### src/rtl/completion_writeback_buffer_pkg.sv
// Shared widths and slot-packing helpers for the completion writeback buffer.
package completion_writeback_buffer_pkg;

  localparam int PR_ADDR_W  = 5;
  localparam int CWB_DATA_W = 8;
  localparam int CWB_PR_W   = PR_ADDR_W;
  localparam int CWB_AR_W   = 4;
  localparam int CWB_ROB_W  = 5;

  function automatic int slot_idx(
    input int c,
    input int s,
    input int slots
  );
    return c * slots + s;
  endfunction

  function automatic int occ_w(input int depth);
    return $clog2(depth) + 1;
  endfunction

endpackage

### src/rtl/completion_writeback_buffer_fifo.sv
// One completion channel: in-order FWFT FIFO with flush and per-slot
// register-file write enables raised only on the ROB handshake.
module wb_channel_fifo
  import completion_writeback_buffer_pkg::*;
#(
  parameter int DEPTH  = 2,
  parameter int SLOTS  = 2,
  parameter int DATA_W = CWB_DATA_W,
  parameter int PR_W   = CWB_PR_W,
  parameter int AR_W   = CWB_AR_W,
  parameter int ROB_W  = CWB_ROB_W
) (
  input  logic                     clk,
  input  logic                     rst,
  input  logic                     flush,
  input  logic                     in_valid,
  output logic                     in_ready,
  input  logic [ROB_W-1:0]         in_rob,
  input  logic [SLOTS-1:0]         in_wen,
  input  logic [SLOTS*PR_W-1:0]    in_preg,
  input  logic [SLOTS*AR_W-1:0]    in_areg,
  input  logic [SLOTS*DATA_W-1:0]  in_data,
  output logic                     out_valid,
  input  logic                     out_ready,
  output logic [ROB_W-1:0]         out_rob,
  output logic [SLOTS*PR_W-1:0]    out_preg,
  output logic [SLOTS*AR_W-1:0]    out_areg,
  output logic [SLOTS*DATA_W-1:0]  out_data,
  output logic [SLOTS-1:0]         rf_wen,
  output logic [$clog2(DEPTH):0]   occupancy
);

  localparam int PTR_W = $clog2(DEPTH);
  localparam int CNT_W = PTR_W + 1;
  localparam int E_W   = ROB_W + SLOTS * (1 + PR_W + AR_W + DATA_W);

  logic [E_W-1:0]   mem_q [DEPTH];
  logic [E_W-1:0]   mem_d [DEPTH];
  logic [PTR_W-1:0] wr_ptr_q, wr_ptr_d;
  logic [PTR_W-1:0] rd_ptr_q, rd_ptr_d;
  logic [CNT_W-1:0] cnt_q, cnt_d;
  logic [SLOTS-1:0] head_wen;
  logic             push, pop;

  assign in_ready  = (cnt_q != CNT_W'(DEPTH));
  assign out_valid = (cnt_q != '0);
  assign occupancy = cnt_q;
  assign push      = in_valid & in_ready;
  assign pop       = out_valid & out_ready;

  assign {out_rob, head_wen, out_preg, out_areg, out_data} =
    mem_q[rd_ptr_q];

  assign rf_wen = {SLOTS{pop}} & head_wen;

  always_comb begin
    mem_d    = mem_q;
    wr_ptr_d = wr_ptr_q;
    rd_ptr_d = rd_ptr_q;
    cnt_d    = cnt_q;
    if (flush) begin
      // empty by catching the head up to the tail; offered input dropped
      rd_ptr_d = wr_ptr_q;
      cnt_d    = '0;
    end else begin
      if (push) begin
        mem_d[wr_ptr_q] = {in_rob, in_wen, in_preg, in_areg, in_data};
        wr_ptr_d        = wr_ptr_q + PTR_W'(1);
      end
      if (pop) begin
        rd_ptr_d = rd_ptr_q + PTR_W'(1);
      end
      if (push && !pop) begin
        cnt_d = cnt_q + CNT_W'(1);
      end else if (pop && !push) begin
        cnt_d = cnt_q - CNT_W'(1);
      end
    end
  end

  always_ff @(posedge clk) begin
    if (rst) begin
      wr_ptr_q <= '0;
      rd_ptr_q <= '0;
      cnt_q    <= '0;
    end else begin
      wr_ptr_q <= wr_ptr_d;
      rd_ptr_q <= rd_ptr_d;
      cnt_q    <= cnt_d;
    end
  end

  always_ff @(posedge clk) begin
    mem_q <= mem_d;
  end

endmodule

### src/rtl/completion_writeback_buffer.sv
// Writeback/completion stage: NUM_CH independent in-order completion
// channels feeding the ROB and the physical register file.
module completion_writeback_buffer
  import completion_writeback_buffer_pkg::*;
#(
  parameter int NUM_CH = 3,
  parameter int SLOTS  = 2,
  parameter int DEPTH  = 2,
  parameter int DATA_W = CWB_DATA_W,
  parameter int PR_W   = CWB_PR_W,
  parameter int AR_W   = CWB_AR_W,
  parameter int ROB_W  = CWB_ROB_W
) (
  input  logic                              clk,
  input  logic                              rst,
  input  logic                              flush,
  input  logic [NUM_CH-1:0]                 in_valid,
  output logic [NUM_CH-1:0]                 in_ready,
  input  logic [NUM_CH*ROB_W-1:0]           in_rob,
  input  logic [NUM_CH*SLOTS-1:0]           in_wen,
  input  logic [NUM_CH*SLOTS*PR_W-1:0]      in_preg,
  input  logic [NUM_CH*SLOTS*AR_W-1:0]      in_areg,
  input  logic [NUM_CH*SLOTS*DATA_W-1:0]    in_data,
  output logic [NUM_CH-1:0]                 out_valid,
  input  logic [NUM_CH-1:0]                 out_ready,
  output logic [NUM_CH*ROB_W-1:0]           out_rob,
  output logic [NUM_CH*SLOTS*PR_W-1:0]      out_preg,
  output logic [NUM_CH*SLOTS*AR_W-1:0]      out_areg,
  output logic [NUM_CH*SLOTS*DATA_W-1:0]    out_data,
  output logic [NUM_CH*SLOTS-1:0]           rf_wen,
  output logic [NUM_CH*($clog2(DEPTH)+1)-1:0] occupancy
);

  localparam int OW = occ_w(DEPTH);

  for (genvar c = 0; c < NUM_CH; c++) begin : g_ch
    localparam int SB = slot_idx(c, 0, SLOTS);

    wb_channel_fifo #(
      .DEPTH  (DEPTH),
      .SLOTS  (SLOTS),
      .DATA_W (DATA_W),
      .PR_W   (PR_W),
      .AR_W   (AR_W),
      .ROB_W  (ROB_W)
    ) u_fifo (
      .clk       (clk),
      .rst       (rst),
      .flush     (flush),
      .in_valid  (in_valid[c]),
      .in_ready  (in_ready[c]),
      .in_rob    (in_rob[c*ROB_W +: ROB_W]),
      .in_wen    (in_wen[SB +: SLOTS]),
      .in_preg   (in_preg[SB*PR_W +: SLOTS*PR_W]),
      .in_areg   (in_areg[SB*AR_W +: SLOTS*AR_W]),
      .in_data   (in_data[SB*DATA_W +: SLOTS*DATA_W]),
      .out_valid (out_valid[c]),
      .out_ready (out_ready[c]),
      .out_rob   (out_rob[c*ROB_W +: ROB_W]),
      .out_preg  (out_preg[SB*PR_W +: SLOTS*PR_W]),
      .out_areg  (out_areg[SB*AR_W +: SLOTS*AR_W]),
      .out_data  (out_data[SB*DATA_W +: SLOTS*DATA_W]),
      .rf_wen    (rf_wen[SB +: SLOTS]),
      .occupancy (occupancy[c*OW +: OW])
    );
  end

endmodule

### config.mk
export PLATFORM = sky130hd
export DESIGN_NAME = completion_writeback_buffer
export DESIGN_NICKNAME = d
export VERILOG_FILES = /design/src/rtl/completion_writeback_buffer_pkg.sv /design/src/rtl/completion_writeback_buffer_fifo.sv /design/src/rtl/completion_writeback_buffer.sv
export SDC_FILE = /design/constraint.sdc
export NUM_CORES = 1
export LEC_CHECK = 0
export BUFFER_PORTS_ARGS = -buffer_cell sky130_fd_sc_hd__buf_2
export CAP_MARGIN = 20
export CELL_PAD_IN_SITES_DETAIL_PLACEMENT = 1
export CELL_PAD_IN_SITES_GLOBAL_PLACEMENT = 2
export CORE_UTILIZATION = 42
export CTS_BUF_LIST = sky130_fd_sc_hd__clkbuf_2
export DETAILED_ROUTE_END_ITERATION = 7
export GPL_ROUTABILITY_DRIVEN = 0
export PLACE_DENSITY_LB_ADDON = 0.3
export SLEW_MARGIN = 20
export SYNTH_ARGS = -nofsm -noshare
export SYNTH_HDL_FRONTEND = slang
export SYNTH_SLANG_ARGS = --single-unit
### constraint.sdc
create_clock -name clk -period 5 [get_ports clk]
set_clock_uncertainty 0.2 [all_clocks]
set_input_delay 0.75 -clock clk [delete_from_list [all_inputs] [get_ports clk]]
set_output_delay 0.75 -clock clk [all_outputs]
set_load 0.03 [all_outputs]
==> results.md, run 1 <==
* Status: complete, no violations
* Antenna viol nets, final at 0
* Critical path endpoint category: primary output
* Setup repair after global routing missed its margin: no
* Synth top area share at 76.9%
* Die Span Y at ~150 microns
* # DRC at 0
* Drt pass-1 iters at 4
* Post-synthesis mux area share at 14.3%
* Post-synthesis adder-cell area fraction at less than 1%
* Post-CTS Resized at 0
* CTS root buffer: clkbuf_2
* Post-synth EDFFs at about 250
* Hold path cells at 3
* WHS Endpoint: g_ch[2].u_fifo.rd_ptr_q
* Synth Area per Inst at 20.3 sq um
* H-tree lvl count at 3
* Max Cap Viol at 0
* Post-synth top area cell: edfxtp_1
* #FFs+latches synth at around 260
* Setup crit start kind: register
* # IOs at around 270
* Worst Max-Slew Pin Slew at 1070 ps
* Simple-gate share of the synthesized area at under 10%
* Setup_tns at 0 ps
* Vias after detailed routing at 5,892
* Worst path required time at approximately 4100 ps
* TritonCTS sink count at ~260
* Chip width at roughly 150 microns
* Endpoints failing setup at 0
* FP Rows at 54
* Xor/xnor cell area share of the yosys netlist at 0.820%
* Peak supply drop at 0.173 mV
* WHS at approximately 140 ps
* Ys flop type: edfxtp_1
* Initial antenna violation count at 2
* Avg WL per Cell at 19.0 microns
* Share of cells above drive strength 1 at a little over two fifths
* Pwr Density at 349 nW/um^2
* Netlist cell types at 24
* Final count of pins violating max slew at 0
* Core ar. at 22,200 sq um
* Final Cell Area at 13,000 sq um
* Dpl hpwl at about 14 mm
* Reg2Reg Launch Point: g_ch[0].u_fifo.occupancy[0]
* Slew margin rel. at 28.9%
* Maximum root-to-sink buffer count at 3
* Seq/Total Area, Yosys at 79.4%
* Largest net degree at the start of global routing at 43
* Drt first-iter violations at 240
* Total congestion overflow at 0
* Area grow syn2layout at 35.2%
* Fin crit share at between 60% and 70%
* CTS tree: done
* FF-to-FF setup slack at 2540 ps
* Dominant cells by area after synthesis: edfxtp_1 (77%), mux2_1 (12%), dfxtp_1 (2.5%)
* Synthesized instance count at between 400 and 500
* Main combinational cell family by area after synthesis: multiplexers
* CP max FO at 42
* Synth cell count leaders: edfxtp_1 (246), mux2_1 (103), mux2_2 (14), buf_2 (13)
* Cell Area, Synth at about 9600 sq um
* Initial core utilization at 43.4%
* Area post-placement at approximately 11,000 sq um
* Leak at just over 5 nW
* Hold path startpoint: rst
* Worst-Skew Late Latency at ~760 ps
* GRT Total Usage at approximately a fifth
* WS Path Type: reg -> out
* CTS buffer count at between 60 and 70
* Worst hold path type: in -> reg
* Via-to-Cell Ratio at roughly 4.8
* First-pass GRT wire length at about 36 mm
* Ys Warns at 0
* Worst EP arrival at 2460 ps
* Die Area at ~23,000 sq um
* Compound-gate portion of the synthesized area at about 1.5%
* Drt total wl at 23.5 mm
* Most common cell in the netlist: edfxtp_1
* Crit Reg-Reg Endpoint: g_ch[0].u_fifo.mem_q[40]
* Filler instances at roughly 2,200
* Post-synth net total at ~610
* Worst-case reg-to-reg path depth at 3
* Async S/R FF share, synth at 0%
* Port Buffers at between 200 and 300
* F_max at around 300 MHz
* Final Power at between 4 and 5 mW
* Worst-path clk slew at about 100 ps
* Final hold viol count at 0
* Minimum clock period at approximately 3400 ps
* Layout net count at approximately 1,000
* Postcts setup bufs at 0
* Vias in the first global route at a little under 7,000
-- worst max path at each step --
stage / slack [ps] / start / to
5_1_grt: 1420 / g_ch[2].u_fifo.rd_ptr_q / out_data[40]
3_3_place_gp: 2320 / flush / g_ch[1].u_fifo.mem_q[61]
6_report: 1590 / g_ch[2].u_fifo.rd_ptr_q / out_data[40]
2_1_floorplan: 2210 / flush / g_ch[0].u_fifo.mem_q[0]
3_5_place_dp: 2230 / flush / g_ch[0].u_fifo.mem_q[19]
4_1_cts: 1490 / g_ch[2].u_fifo.rd_ptr_q / out_data[40]
-- power by group --
part | total, mW | internal (mW) | switching [mW]
clock | 1.40 | 0.560 | 0.844
combinational | 0.607 | 0.243 | 0.365
sequential | 2.52 | 2.46 | 0.0585
total | 4.53 | 3.26 | 1.27
-- worst max-delay path: stages (launching register included) --
cell	delay [ps]
dfxtp_2	1040
mux2_2	440
buf_2	190
-- layout by cell type (no fill, tap or decap), drive strengths merged, types with 4 or more instances in the layout --
cell type / n
nor2: 12
o21ai: 6
a21oi: 6
and3: 6
clkinv: 14
dfxtp: 12
or2: 4
clkbuf: 95
inv: 9
mux2i: 6
dlygate4sd3: 124
mux2: 117
xor2: 9
edfxtp: 246
buf: 266
-- metal layers --
layer | track usage (%) | vias up | share of wire [%]
met5 | 0 | - | 0
met4 | 8.47 | 0 | 2.2
met3 | 6.04 | 40 | 7.1
met2 | 36.8 | 230 | 53
met1 | 21.3 | 2878 | 37
li1 | - | 2744 | -
-- state kept, by name, indices dropped and copies added, names as in the netlist --
signal / count
g_ch.u_fifo.wr_ptr_q: 3
g_ch.u_fifo.occupancy: 6
g_ch.u_fifo.rd_ptr_q: 3
g_ch.u_fifo.mem_q: 246
-- metrics by stage --
| stage | util (%) | setup WS [ps] | cells |
|---|---|---|---|
| final | 58.6 | 1590 | 1236 |
| after global routing | 58.6 | 1420 | 1236 |
| after CTS | 58.6 | 1490 | 1234 |
| after detailed placement | 50.4 | 2230 | 995 |
| after global placement | 50.4 | 2320 | 995 |
| after floorplan | - | 2210 | 473 |
-- cell families after synthesis --
kind of cell	after synthesis
buf+inv	28
compound gates	21
flops	258
xor+xnor	9
fa+ha+maj	3
simple gates	31
mux	123
-- final cells by class --
type	count	area, sq um	share of cell area (%)
flip-flops and latches	258	7640	58.8
repair buffers	390	2570	19.8
multi-input cells	187	1830	14.1
clock buffers	95	475	3.66
well taps	280	350	2.70
clock inverters	20	103	0.790
inverters	4	15.0	0.116
diodes	2	5.00	0.0385
-- repair_timing --
item | 4_1_cts | 5_1_grt
endpoints found under the hold margin | 247 | 0
hold buffers | 124 | 0
setup endpoints to repair | 0 | 0
Note: power is estimated with default switching activity, not from simulation.
==> run 2, diff against run 1 <==
--- a/config.mk
+++ b/config.mk
@@ -9,7 +9,7 @@
 export CAP_MARGIN = 20
 export CELL_PAD_IN_SITES_DETAIL_PLACEMENT = 1
 export CELL_PAD_IN_SITES_GLOBAL_PLACEMENT = 2
-export CORE_UTILIZATION = 42
+export CORE_UTILIZATION = 39
 export CTS_BUF_LIST = sky130_fd_sc_hd__clkbuf_2
 export DETAILED_ROUTE_END_ITERATION = 7
 export GPL_ROUTABILITY_DRIVEN = 0
==> constraint.sdc (replaced) <==
create_clock -name clk -period 3.5 [get_ports clk]
set_clock_uncertainty 0.2 [all_clocks]
set_input_delay 0.525 -clock clk [delete_from_list [all_inputs] [get_ports clk]]
set_output_delay 0.525 -clock clk [all_outputs]
set_load 0.03 [all_outputs]
==> run 2 against run 1 <==
  * Clock power grew 53%
  * Wire length is 3.5% lower
  * Power grew 46%
  * Final area grew 2.3%
  * Sequential cell count stayed put
  * Critical endpoint is now out_preg[24]
==> results.md, run 2 (synthesis gave the netlist of run 1 again) <==
* Setup repair after global routing missed its margin: no
* Fin crit share at 84.9%
* Pwr Density at 499 nW/um^2 (+43%)
* Final hold viol count at 0 (unchanged)
* Vias after detailed routing at 5,911 (+0.32%)
* Core ar. at 24,200 sq um (+9.4%)
* Port Buffers at 266 (unchanged)
* Endpoints failing setup at 0 (unchanged)
* Most common cell after layout, fill and taps aside: buf_2
* Highest-count cells in the layout ignoring fill and taps: buf_2 (266), edfxtp_1 (246), dlygate4sd3_1 (132)
* FF-to-FF setup slack at 1130 ps (-1410 ps)
* Largest register FFs at 246 (unchanged)
* Layout net count at 1,064 (+2.0%)
* Drt pass-1 iters at 4 (unchanged)
* Slew margin rel. at 45.2% (+16 points)
* Hold path cells at 5 (+2)
* Die Span Y at 159 microns (+3.7%)
* CP max FO at 37 (-12%)
* Total congestion overflow at 0 (unchanged)
* Final count of pins violating max slew at 0 (unchanged)
* Worst Max-Slew Pin Slew at 822 ps (-244 ps)
* Worst-Skew Late Latency at 750 ps (about the same)
* Final Cell Area at 13,300 sq um (+2.3%)
* Area grow syn2layout at 38.3%
* Leak at 5.20 nW (+2.5%)
* Area post-placement at 11,300 sq um (+1.5%)
* Critical path endpoint category: primary output
* CTS buffer count at 66 (-1.5%)
* Share of cells above drive strength 1 at 42.7% (+0.74 points)
* First-pass GRT wire length at 35.4 mm (-0.73%)
* GRT Total Usage at 18.2% (-1.9 points)
* Worst-path clk slew at 100 ps (about the same)
* Setup crit start kind: register
* Vias in the first global route at 6,748 (-0.66%)
* # DRC at 0 (unchanged)
* Worst-case reg-to-reg path depth at 4 (+1)
* Antenna viol nets, final at 0 (unchanged)
* Initial antenna violation count at 2 (unchanged)
* Initial core utilization at 39.6% (-3.7 points)
* CTS root buffer: clkbuf_2
* Setup_tns at 0 ps (unchanged)
* Hold path startpoint: out_ready[2]
* FP Rows at 57 (+5.6%)
* Worst EP arrival at 2250 ps (-210 ps)
* Drt first-iter violations at 192 (-20%)
* CTS tree: done
* WS Path Type: reg -> out
* Largest Register: g_ch.u_fifo.mem_q
* # IOs at 267 (unchanged)
* H-tree lvl count at 3 (unchanged)
* Largest net degree at the start of global routing at 43 (unchanged)
* Minimum clock period at approximately 3000 ps
* Die Area at 25,300 sq um (+7.6%)
* Max Cap Viol at 0 (unchanged)
* Peak supply drop at 0.263 mV (+53%)
* Chip width at 159 microns (+3.7%)
* Postcts setup bufs at 0 (unchanged)
* Dpl hpwl at 14.4 mm (+5.4%)
* Crit Reg-Reg Endpoint: g_ch[0].u_fifo.mem_q[2]
* Reg2Reg Launch Point: g_ch[0].u_fifo.occupancy[0]
* WHS Endpoint: g_ch[2].u_fifo.occupancy[0]
* F_max at roughly 340 MHz
* Via-to-Cell Ratio at 4.57 (-4.2%)
* Status: complete, no violations
* Drt total wl at 22.7 mm (-3.5%)
* Maximum root-to-sink buffer count at 3 (unchanged)
* Worst path required time at 2770 ps (-1280 ps)
* Worst hold path type: in -> reg
* Avg WL per Cell at 17.5 microns (-7.8%)
* Post-CTS Resized at 0 (unchanged)
* TritonCTS sink count at 258 (unchanged)
[run 2: changes by cell type in the layout (fill, tap and decap cells not counted)]
cell,before,now
dlygate4sd3_1,124,132
buf_12,0,1
bufinv_16,1,4
buf_4,0,13
dfxtp_2,1,3
clkinv_1,13,6
clkinv_2,1,2
dfxtp_4,2,0
inv_2,5,0
[run 2: per-stage QoR]
step / hold slack (ps) / worst slack, ps / util (%) / std cells / power [mW]
final: 165 / 530 / 54.8 / 1294 / 6.63
after detailed placement: 377 / 892 / 46.7 / 1053 / 4.44
after global routing: 119 / 320 / 54.8 / 1294 / 6.93
after floorplan: 340 / 869 / - / 473 / 4.14
after global placement: 354 / 983 / 46.7 / 1053 / 4.41
after CTS: 80.0 / 399 / 54.8 / 1292 / 6.72
[run 2: timing repair]
item                                    4_1_cts  5_1_grt
hold endpoints to repair                    255        0
endpoints found under the setup margin        0        0
hold buffers                                132        0
[run 2: routing by layer]
layer,share of wire [%],vias to the layer above,global-route usage (%)
li1,-,2784,-
met1,41,2871,20.8
met2,51,220,31.9
met3,6.5,36,5.76
met4,1.5,0,6.38
met5,0,-,0
[run 2: where the power goes]
group / total, mW / internal [mW] / leakage (nW) / switching (mW)
logic: 0.930 / 0.367 / 2.38 / 0.562
clock network: 2.14 / 1.01 / 0.468 / 1.13
registers: 3.55 / 3.51 / 2.36 / 0.0393
total: 6.63 / 4.89 / 5.20 / 1.74
[run 2: worst max path at each step]
stage	start	end	slack [ps]	depth (start not counted)
4_1_cts	g_ch[2].u_fifo.rd_ptr_q	out_preg[24]	400	3
2_1_floorplan	g_ch[0].u_fifo.occupancy[0]	g_ch[0].u_fifo.mem_q[41]	870	3
3_3_place_gp	flush	g_ch[0].u_fifo.mem_q[2]	980	4
3_5_place_dp	flush	g_ch[0].u_fifo.mem_q[40]	890	4
6_report	g_ch[2].u_fifo.rd_ptr_q	out_preg[24]	530	3
5_1_grt	g_ch[2].u_fifo.rd_ptr_q	out_areg[22]	320	3
[run 2: layout make-up]
cell class | instances | area (sq um)
diodes | 2 | 5.00
clock buffers | 95 | 475
clock inverters | 12 | 153
fillers | 2405 | 11000
inverters | 4 | 15.0
multi-input cells | 187 | 1830
flip-flops and latches | 258 | 7630
well taps | 324 | 405
repair buffers | 412 | 2770
[run 2: worst max-delay path, cell delays in order, from the launching register on]
cell     delay [ps]
dfxtp_2         430
buf_4           460
mux2_1          380
buf_2           190
==> run 3, diff against run 2 <==
--- a/config.mk
+++ b/config.mk
@@ -5,11 +5,12 @@
 export SDC_FILE = /design/constraint.sdc
 export NUM_CORES = 1
 export LEC_CHECK = 0
+export ABC_AREA = 1
 export BUFFER_PORTS_ARGS = -buffer_cell sky130_fd_sc_hd__buf_2
 export CAP_MARGIN = 20
 export CELL_PAD_IN_SITES_DETAIL_PLACEMENT = 1
 export CELL_PAD_IN_SITES_GLOBAL_PLACEMENT = 2
-export CORE_UTILIZATION = 39
+export CORE_UTILIZATION = 32
 export CTS_BUF_LIST = sky130_fd_sc_hd__clkbuf_2
 export DETAILED_ROUTE_END_ITERATION = 7
 export GPL_ROUTABILITY_DRIVEN = 0
==> constraint.sdc (replaced) <==
create_clock -name clk -period 2.5 [get_ports clk]
set_clock_uncertainty 0.2 [all_clocks]
set_input_delay 0.375 -clock clk [delete_from_list [all_inputs] [get_ports clk]]
set_output_delay 0.375 -clock clk [all_outputs]
set_load 0.03 [all_outputs]
==> run 3 against run 2 <==
  * Utilization shrank 4.5 points
  * Count of clock-buffer cells in the layout grew 9
  * Sequential power grew 40%
  * Hold slack lost 78 ps
  * Sequential share of layout area shrank 6.7 points
  * Worst setup slack lost 410 ps
  * Sequential cell count is the same
  * Die area grew 25%
  * Cell count grew 37%
  * First-iteration DRC count grew 41%
  * Critical endpoint is now g_ch[2].u_fifo.rd_ptr_q
==> results.md, run 3 <==
* Status: complete, no violations
* Fin crit share at 95.2%
* Endpoints failing setup at 0 (unchanged)
* Main combinational cell family by area after synthesis: simple AND/OR/NAND/NOR gates
* Seq/Total Area, Yosys at 77.3% (-2.1 points)
* Dominant cells by area after synthesis: edfxtp_1 (75%), nand2_1 (15%), dfxtp_1 (2.4%)
* Largest Register: g_ch.u_fifo.mem_q
* Maximum root-to-sink buffer count at 3 (unchanged)
* Setup repair after global routing missed its margin: yes
* #FFs+latches synth at 258 (unchanged)
* Port Buffers at 266 (unchanged)
* Area grow syn2layout at 52.6%
* Vias after detailed routing at 7,654 (+29%)
* Worst-case reg-to-reg path depth at 8 (+4)
* F_max at about 420 MHz
* Vias in the first global route at 8,119 (+20%)
* Most common cell in the netlist: nand2_1
* H-tree lvl count at 3 (unchanged)
* Final count of pins violating max slew at 0 (unchanged)
* Area post-placement at 11,600 sq um (+2.7%)
* Highest-count cells in the layout ignoring fill and taps: nand2_1 (393), edfxtp_1 (246), dlygate4sd3_1 (201)
* Worst-path clk slew at 90 ps (about the same)
* Layout net count at 1,461 (+37%)
* Pwr Density at 643 nW/um^2 (+29%)
* Ys flop type: edfxtp_1
* Max Cap Viol at 0 (unchanged)
* Total congestion overflow at 0 (unchanged)
* Post-synthesis adder-cell area fraction at 0.380% (-0.010 points)
* Post-synth top area cell: edfxtp_1
* Leak at 6.57 nW (+26%)
* Share of cells above drive strength 1 at 33.8% (-8.9 points)
* CP max FO at 6 (-84%)
* Reg2Reg Launch Point: g_ch[2].u_fifo.rd_ptr_q
* Initial antenna violation count at 3 (+1)
* Drt first-iter violations at 271 (+41%)
* Via-to-Cell Ratio at 4.32 (-5.4%)
* Synth top area share at 74.8% (-2.0 points)
* Async S/R FF share, synth at 0% (unchanged)
* Filler instances at 3,265 (+36%)
* Synth Area per Inst at 12.6 sq um (-38%)
* Crit Reg-Reg Endpoint: g_ch[2].u_fifo.rd_ptr_q
* Synth cell count leaders: nand2_1 (399), edfxtp_1 (246), nor2_1 (21), inv_1 (20), buf_2 (15)
* Ys Warns at 0 (unchanged)
* Initial core utilization at 33.0% (-6.7 points)
* Core ar. at 30,000 sq um (+24%)
* Slew margin rel. at 75.4% (+30 points)
* Chip width at 178 microns (+12%)
* Worst EP arrival at 2850 ps (+600 ps)
* Post-synthesis mux area share at 0% (-14 points)
* Worst-Skew Late Latency at 790 ps (+40 ps)
* Drt pass-1 iters at 4 (unchanged)
* CTS tree: done
* Synthesized instance count at 784 (+66%)
* Compound-gate portion of the synthesized area at 0.748% (-0.78 points)
* Die Area at 31,600 sq um (+25%)
* WS Path Type: reg -> reg
* Final Cell Area at 15,100 sq um (+13%)
* Critical path endpoint category: register
* FF-to-FF setup slack at 120 ps (-1010 ps)
* Antenna viol nets, final at 0 (unchanged)
* Critical path launch point: g_ch[2].u_fifo.rd_ptr_q
* Setup crit start kind: register
* Post-synth net total at 919 (+51%)
* Crit path to: g_ch[2].u_fifo.rd_ptr_q
* Most common cell after layout, fill and taps aside: nand2_1
* First-pass GRT wire length at 41.4 mm (+17%)
* Xor/xnor cell area share of the yosys netlist at 0% (-0.82 points)
* CTS root buffer: clkbuf_2
* Netlist cell types at 21 (-13%)
* Cell Area, Synth at 9870 sq um (+2.7%)
* Worst Max-Slew Pin Slew at 369 ps (-453 ps)
* Post-synth EDFFs at 246 (unchanged)
* Avg WL per Cell at 16.5 microns (-5.6%)
* Worst hold path type: in -> reg
* Die Span Y at 178 microns (+12%)
* Dpl hpwl at 15.9 mm (+11%)
* Worst path required time at 2970 ps (+200 ps)
* Utilization after layout at 50.3% (-4.5 points)
* CTS buffer count at 70 (+6.1%)
* GRT Total Usage at 17.2% (-0.94 points)
* Final Power at 9.69 mW (+46%)
* TritonCTS sink count at 258 (unchanged)
* Simple-gate share of the synthesized area at 17.8% (+16 points)
* # IOs at 267 (unchanged)
* Minimum clock period at between 2000 and 2500 ps
* Final hold viol count at 0 (unchanged)
* Drt total wl at 29.3 mm (+29%)
* FP Rows at 63 (+11%)
* # DRC at 0 (unchanged)
* Largest register FFs at 246 (unchanged)
* Largest net degree at the start of global routing at 44 (+2.3%)
* Peak supply drop at 0.317 mV (+20%)
-- run 3: cells by family after synthesis --
kind of cell    Yosys count
buf+inv                  68
fa+ha+maj                 3
flops                   258
simple gates            444
compound gates           11
-- run 3: cell type report --
cell class                      instances  area, sq um  area share, %
Sequential cell                       258         7640           50.7
Tap cell                              390          488           3.24
Timing Repair inverter                  6         75.1          0.498
Clock inverter                         21          118          0.781
Multi-Input combinational cell        458         1910           12.7
Timing Repair Buffer                  498         4110           27.3
Inverter                               34          196           1.30
Antenna cell                            3         7.51         0.0498
Clock buffer                          104          520           3.45
-- run 3: worst max-delay path: stages, from the launching register on --
cell and delay, ps:
dfxtp_4 400, buf_12 190, clkinv_16 80, nand3_2 70, nand2_1 50, dlygate4sd3_1 560, nor2_1 130, nor2_1 50
dlygate4sd3_1 550
-- run 3: routing by layer --
layer | share of wire, % | GRT usage [%] | vias to the layer above
li1 | - | - | 3738
met1 | 39 | 18.1 | 3640
met2 | 53 | 30.9 | 226
met3 | 6.6 | 6.02 | 50
met4 | 2.2 | 7.59 | 0
met5 | 0 | 0 | -
-- run 3: how the worst min path moves through the flow --
stage,slack (ps),cells after the start,endpoint,from
2_1_floorplan,270,0,g_ch[0].u_fifo.mem_q[0],in_data[0]
4_1_cts,0.3,2,g_ch[2].u_fifo.mem_q[70],in_preg[25]
5_1_grt,-10,2,g_ch[0].u_fifo.mem_q[41],in_data[0]
6_report,90,2,g_ch[2].u_fifo.mem_q[60],in_areg[19]
3_3_place_gp,330,2,g_ch[1].u_fifo.occupancy[0],g_ch[1].u_fifo.occupancy[0]
3_5_place_dp,330,2,g_ch[1].u_fifo.occupancy[0],g_ch[1].u_fifo.occupancy[0]
-- run 3: timing repair --
item | CTS | global route
setup endpoints to repair | 123 | 86
hold buffers | 191 | 10
gates resized for setup | 85 | 52
pin swaps | 1 | 2
buffers inserted | 2 | 9
hold endpoints to repair | 394 | 16
gates cloned | 3 | 11
-- run 3: report_power, final --
| part | leakage [nW] | internal [mW] | switching, mW |
|---|---|---|---|
| logic | 3.72 | 0.718 | 1.04 |
| registers | 2.36 | 4.91 | 0.0629 |
| clock network | 0.494 | 1.22 | 1.74 |
| total | 6.57 | 6.85 | 2.85 |
-- run 3: through the flow --
step	instances	setup slack [ps]	setup TNS, ps	hold slack (ps)
2_1_floorplan	784	420	0	274
3_3_place_gp	1418	562	0	327
3_5_place_dp	1418	543	0	332
4_1_cts	1739	-21.3	-84.0	0.334
6_report	1772	120	0	86.4
5_1_grt	1772	-59.9	-1020	-12.8
